**config.mk**
```make
export PLATFORM = sky130hd
export DESIGN_NAME = pipelined_rca_addsub
export DESIGN_NICKNAME = d
export VERILOG_FILES = /design/src/rtl/pipelined_rca_addsub.sv
export SDC_FILE = /design/constraint.sdc
export NUM_CORES = 1
export LEC_CHECK = 0
export BUFFER_PORTS_ARGS = -buffer_cell sky130_fd_sc_hd__buf_2
export CAP_MARGIN = 15
export CELL_PAD_IN_SITES_DETAIL_PLACEMENT = 0
export CELL_PAD_IN_SITES_GLOBAL_PLACEMENT = 1
export CORE_UTILIZATION = 43
export DETAILED_ROUTE_END_ITERATION = 8
export PLACE_DENSITY_LB_ADDON = 0.1
export SKIP_CTS_REPAIR_TIMING = 1
export SYNTH_ARGS = -nofsm -noshare
export SYNTH_HDL_FRONTEND = slang
export SYNTH_SLANG_ARGS = --single-unit
```
**constraint.sdc**
```tcl
create_clock -name clk -period 3.25 [get_ports clk]
set_clock_uncertainty 0.1 [all_clocks]
set_input_delay 0.65 -clock clk [delete_from_list [all_inputs] [get_ports clk]]
set_output_delay 0.65 -clock clk [all_outputs]
set_load 0.03 [all_outputs]
```
**src/rtl/pipelined_rca_addsub.sv**
```systemverilog
// rtl/pipelined_rca_addsub.sv - pipelined ripple-carry adder/subtractor
// One CHUNK-bit slice per stage; unconsumed operand bits ride along in skew registers.
module pipelined_rca_addsub #(
  parameter int WIDTH = 16,
  parameter int CHUNK = 4
) (
  input  logic             clk,
  input  logic             rst,
  input  logic             in_valid,
  output logic             in_ready,
  input  logic [WIDTH-1:0] a,
  input  logic [WIDTH-1:0] b,
  input  logic             cin,
  input  logic             sub,
  output logic             out_valid,
  input  logic             out_ready,
  output logic [WIDTH-1:0] sum,
  output logic             cout,
  output logic             ovf
);
  localparam int STAGES = WIDTH / CHUNK;

  if ((CHUNK < 1) || (WIDTH % CHUNK != 0)) begin : g_param_check
    $error("WIDTH (%0d) must be a positive multiple of CHUNK (%0d)", WIDTH, CHUNK);
  end

  // Whole pipeline moves in lockstep; a stalled output freezes every stage.
  logic adv;
  assign adv      = !out_valid || out_ready;
  assign in_ready = adv;

  for (genvar k = 0; k < STAGES; k++) begin : g_stage
    localparam int LO   = k * CHUNK;
    localparam int DONE = LO + CHUNK;
    localparam int REM  = WIDTH - DONE;

    logic                v_i;
    logic                c_i;
    logic [WIDTH-LO-1:0] a_rem_i;
    logic [WIDTH-LO-1:0] b_rem_i;
    logic [CHUNK:0]      slice;
    logic [DONE-1:0]     s_new;
    logic                v_d, v_q;
    logic                c_d, c_q;
    logic [DONE-1:0]     s_d, s_q;

    if (k == 0) begin : g_head
      // Subtraction is a + ~b + 1; b is inverted once here and never again.
      assign v_i     = in_valid;
      assign c_i     = sub | cin;
      assign a_rem_i = a;
      assign b_rem_i = sub ? ~b : b;
      assign s_new   = slice[CHUNK-1:0];
    end else begin : g_body
      assign v_i     = g_stage[k-1].v_q;
      assign c_i     = g_stage[k-1].c_q;
      assign a_rem_i = g_stage[k-1].g_skew.a_q;
      assign b_rem_i = g_stage[k-1].g_skew.b_q;
      assign s_new   = {slice[CHUNK-1:0], g_stage[k-1].s_q};
    end

    assign slice = {1'b0, a_rem_i[CHUNK-1:0]} + {1'b0, b_rem_i[CHUNK-1:0]}
                 + {{CHUNK{1'b0}}, c_i};

    // Bubbles advance the valid bit but leave data untouched, so the
    // final stage holds its last result while out_valid is low.
    always_comb begin
      v_d = v_q;
      c_d = c_q;
      s_d = s_q;
      if (adv) begin
        v_d = v_i;
        if (v_i) begin
          c_d = slice[CHUNK];
          s_d = s_new;
        end
      end
    end

    always_ff @(posedge clk) begin
      if (rst) begin
        v_q <= 1'b0;
        c_q <= 1'b0;
        s_q <= '0;
      end else begin
        v_q <= v_d;
        c_q <= c_d;
        s_q <= s_d;
      end
    end

    if (REM > 0) begin : g_skew
      logic [REM-1:0] a_d, a_q;
      logic [REM-1:0] b_d, b_q;

      always_comb begin
        a_d = a_q;
        b_d = b_q;
        if (adv && v_i) begin
          a_d = a_rem_i[WIDTH-LO-1:CHUNK];
          b_d = b_rem_i[WIDTH-LO-1:CHUNK];
        end
      end

      always_ff @(posedge clk) begin
        if (rst) begin
          a_q <= '0;
          b_q <= '0;
        end else begin
          a_q <= a_d;
          b_q <= b_d;
        end
      end
    end else begin : g_last
      logic ovf_d, ovf_q;

      // Carry into the MSB is recovered as a ^ b' ^ sum at that bit.
      always_comb begin
        ovf_d = ovf_q;
        if (adv && v_i) begin
          ovf_d = a_rem_i[CHUNK-1] ^ b_rem_i[CHUNK-1] ^ slice[CHUNK-1] ^ slice[CHUNK];
        end
      end

      always_ff @(posedge clk) begin
        if (rst) begin
          ovf_q <= 1'b0;
        end else begin
          ovf_q <= ovf_d;
        end
      end
    end
  end

  assign out_valid = g_stage[STAGES-1].v_q;
  assign sum       = g_stage[STAGES-1].s_q;
  assign cout      = g_stage[STAGES-1].c_q;
  assign ovf       = g_stage[STAGES-1].g_last.ovf_q;

endmodule

```
* Yosys cells after proc, flatten, opt, wreduce, memory -nomap -nowiden
Cells that the tools add are included.
Storage, ports and cells: word-level logic and storage cells 43, input bits 38, output and inout port bits 20, flip-flop bits (word level) 97
Operators by class: bitwise operators 5, add/subtract/negate cells 8, muxes and demuxes 1, reductions and logical operators 10
Operators with widths (count):
- adder 4 x 4 -> 5 bit | 4
- adder 5 x 1 -> 5 bit | 4
- two-way mux 16 bit | 1
- NOT 16 bit | 1
- AND reduction 2 bit | 4
- logical AND 1 bit | 4
- XOR 1 bit | 3
- zero test 1 bit | 1
- logical OR 1 bit | 1
- OR 1 bit | 1

* Logic depth before layout (Yosys ltp)
word-level depth 4, gate-level depth with buffers 8, depth with buffers taken out 8

* Least setup slack after synthesis
No wires, ideal clock.
kind input to register, start in sub, end reg g_stage[0].c_q, stages on the path 8, path buffers 2, setup time 0.140 ns, arrival time 2.563 ns, data required time 3.010 ns, path slack 0.447 ns, cell sequence buf_2 buf_4 or2_2 fa_1 fa_1 a21o_1 a211oi_1 a211oi_1
On the way: word-level cells in the longest chain between the ends 3, elaborated cells on any way between the ends 4, classes of those cells 2 x add/sub; 1 x mux; 1 x bitwise
RTL lines:
- start, declared | RTL line 14 | input logic sub,
- two-way mux 16 bit | RTL line 52 | assign b_rem_i = sub ? ~b : b;
- adder 4 x 4 -> 5 bit | RTL line 62 | assign slice = {1'b0, a_rem_i[CHUNK-1:0]} + {1'b0, b_rem_i[CHUNK-1:0]}
- adder 5 x 1 -> 5 bit (*) | RTL line 63 | + {{CHUNK{1'b0}}, c_i};
- end signal, assigned | RTL line 83 | c_q <= 1'b0;
- end signal, assigned | RTL line 87 | c_q <= c_d;
- end, declared | RTL line 44 | logic c_d, c_q;
Every way passes the cells marked *; elsewhere a longest branch is shown, timed or not. A chain may end at the register's enable or synchronous reset.

* Worst setup path in the final report
Ends and elaborated chain as after synthesis.

==> impl_summary.txt <==
----------------------------------------------------
[Synth]
  Post-synth design cell area ... 0.00411 mm2
  Fraction of synthesized cell area taken by the top area cell type ... 0.473
  Sequential area share after synthesis ... 0.473
  Per-instance average area after synthesis ... about 8.7 um2
  Synth Flop Type ... sky130_fd_sc_hd__dfxtp_1
  Most frequently used cell type in the post-synthesis netlist ... sky130_fd_sc_hd__nand2_1
  Cell variety after synth ... 34
  Biggest area consumer among synthesized cells ... sky130_fd_sc_hd__dfxtp_1
  Syn Inst Count ... between 400 and 500
  Syn. warnings ... 0
  Async set or reset register ratio after synthesis ... 0
  Synth top area cells ... sky130_fd_sc_hd__dfxtp_1, sky130_fd_sc_hd__nand2_1, sky130_fd_sc_hd__a21oi_1, sky130_fd_sc_hd__fa_1, sky130_fd_sc_hd__ha_1
  Number of flip-flops and latches in the synthesized netlist ... 97
  Synthesized net count ... 531
  Number of enable flip-flop cells after synthesis ... 0
  Post-synth top cells ... sky130_fd_sc_hd__nand2_1, sky130_fd_sc_hd__dfxtp_1, sky130_fd_sc_hd__a21oi_1

[Placed design]
  IO buf count ... 57
  DP Worst Slack ... 0.525 ns
  Final GP Congestion ... 0.698
  Detailed-placement wirelength estimate ... 5360 um
  Placed instance count ... approximately 630
  Post-place instance area ... between 0.004 and 0.005 mm2

[Global routing]
  Maximum number of pins on one net before global-route repair ... 48
  Number of global-route vias before repair ... between 2,000 and 3,000
  Initial antenna violation count ... 0
  Total global routing overflow ... 0
  Global-route wire length before repair ... 13,300 um
  Total GRT Usage ... 0.165

[Die]
  Core Footprint ... 0.00924 mm2
  I/O pin count ... 58
  Initial Util ... 0.445
  Horizontal die dimension ... 99.7 um
  Total Die Area ... around 0.0099 mm2
  Placement row count ... 35
  DIE HEIGHT ... 99.7 um

[STA]
  Minimum period implied by the final worst setup slack ... about 2.4 ns
  Number of max-slew violations in the final report ... 0
  Setup repair after global routing missed its margin ... false
  Final worst-path cycle share ... 0.723
  Final hold violation count ... 0
  FMAX ... between 400 and 500 MHz
  Summed negative setup slack over all endpoints ... 0 ns
  PnR worst setup slack ... roughly 0.90 ns
  Setup-violating endpoint count in the final report ... 0
  Transition at the pin with the smallest max-transition slack ... 0.744 ns
  Max-Slew Margin vs Limit ... 0.503

[Setup path]
  Maximum single-stage delay on the critical path ... 0.42 ns
  Master of the slowest instance on the critical path ... sky130_fd_sc_hd__fa_1
  CP Capture Type ... flop
  Highest fanout seen on the critical path ... 7
  WS Path Type ... primary input to flop
  Worst setup SP type ... primary input
  Critical path arrival ... 2.46 ns
  Crit path required time ... 3.36 ns
  Sequence of cells on the critical path ... buf_2 > or2_2 > fa_1 > fa_1 > a21o_1 > a211oi_1 > a211oi_1

[CTS]
  Clock buffer count from CTS ... 9
  Clock latency of the later-clocked register in the worst-skew pair ... roughly 0.35 ns
  Maximum clock path buffer count ... 2
  Number of levels in the clock H-tree ... 3
  CTS Sinks ... 97
  CTS tree ... done
  Clock root buffer ... sky130_fd_sc_hd__clkbuf_8
  Clock-pin transition on the worst setup and hold timing paths ... 0.10 ns

[Drt]
  Number of nets still failing antenna checks after routing ... 0
  Number of vias per cell after detailed routing ... between 4 and 5
  Remaining routing DRC violations ... 0
  Length of the first detailed-routing pass in iterations ... 4
  Detailed-route wire length ... 7610 um
  Via count of the routed design ... 3,047
  WL/cell ... 11.7 um
  Drt initial violations ... 63

[Power]
  Power density over the cells ... 499 mW/mm2
  Static power due to leakage ... between 1.5 and 2 nW
  IR drop worst, VDD ... 0.000181 V

[Outcome]
  Outcome ... complete, no violations

[Final layout]
  Share of final-layout standard cells stronger than drive strength 1 ... 0.181
  Total inserted antenna cells ... 0
  Area Overhead vs Synth ... 12.8%
  Cell area after layout ... roughly 0.0046 mm2
  Post-route non-filler standard cell count ... 648
  Number of nets in the layout ... about 570

[Hold path]
  Kind of path behind the tightest hold check ... flop to flop

[Job]
  Max-capacitance violation count ... 0

----------------------------------------------------
path summary, 6_finish.rpt:
kind | cells past startpoint | slack [ns] | endpoint | start
setup / recovery | 7 | 0.90 | g_stage[0].c_q$_SDFFE_PP0P_ | sub
hold / removal | 2 | 0.35 | sum[1]$_SDFFE_PP0P_ | g_stage[2].s_q[1]$_SDFFE_PP0P_
setup reg to reg | 6 | 1.12 | ovf$_SDFFE_PP0P_ | g_stage[2].c_q$_SDFFE_PP0P_
hold reg to reg | 2 | 0.35 | sum[1]$_SDFFE_PP0P_ | g_stage[2].s_q[1]$_SDFFE_PP0P_
power by group:
group          internal [W]  switching, W
combinational     0.0000959      0.000135
clock              0.000388      0.000431
sequential          0.00123     0.0000281
kinds of logic after synthesis:
family,synth area share
AOI/OAI and AO/OA,0.164
DFF,0.473
and+or+nand+nor,0.189
xor gates and xnor gates,0.0469
buffers and inverters,0.0521
adders and majority gates,0.0755
cell usage in the layout, fill, tap and decap left out, drive strengths merged, types with 2 or more instances in the layout:
master    count
fa            8
nand2       143
a211oi       23
a21oi        74
dfxtp        97
clkinvlp      2
nand4b        2
nor2b         3
nor2         24
o21ai         2
a21o          5
or4           2
nor3b         2
nand3b        3
nand3         2
buf          61
xnor2        16
and2          4
inv          12
xor2          6
ha           12
clkbuf       10
cell type report:
type,count,area (um2)
multi-input combinational,336,1950
fill,939,4610
sequential,97,1940
clock inverter,6,73.8
tap,129,161
inverter,9,36.3
timing repair buffer,61,330
clock buffer,10,138
per-layer routing:
metal | global-route usage | wire [um] | vias up
li1 | - | - | 1642
met2 | 0.250 | 3020 | 61
met3 | 0.0253 | 253 | 11
met5 | 0 | 0 | -
met4 | 0.0600 | 91 | 0
met1 | 0.237 | 4250 | 1333
registers in the layout (all words and copies together) (netlist names):
signal              count
out_valid               1
sum                    16
g_stage.g_skew.b_q     24
ovf                     1
g_stage.s_q            24
cout                    1
g_stage.c_q             3
g_stage.g_skew.a_q     24
g_stage.v_q             3
through the flow:
step,hold slack [ns],utilization,power (W)
floorplan,0.327,-,0.00146
global placement,0.341,0.479,0.00152
detailed placement,0.344,0.479,0.00152
CTS,0.350,0.501,0.00235
global route,0.374,0.501,0.00242
finish,0.350,0.501,0.00231
critical path: cells and delay by family:
kind                     cells  cell delay [ns]
AO/OA/AOI/OAI                3             0.51
adder cells (fa/ha/maj)      2             0.83
buffers and inverters        1             0.16
AND/OR/NAND/NOR              1             0.31
Power figures use the tool's default switching activity.
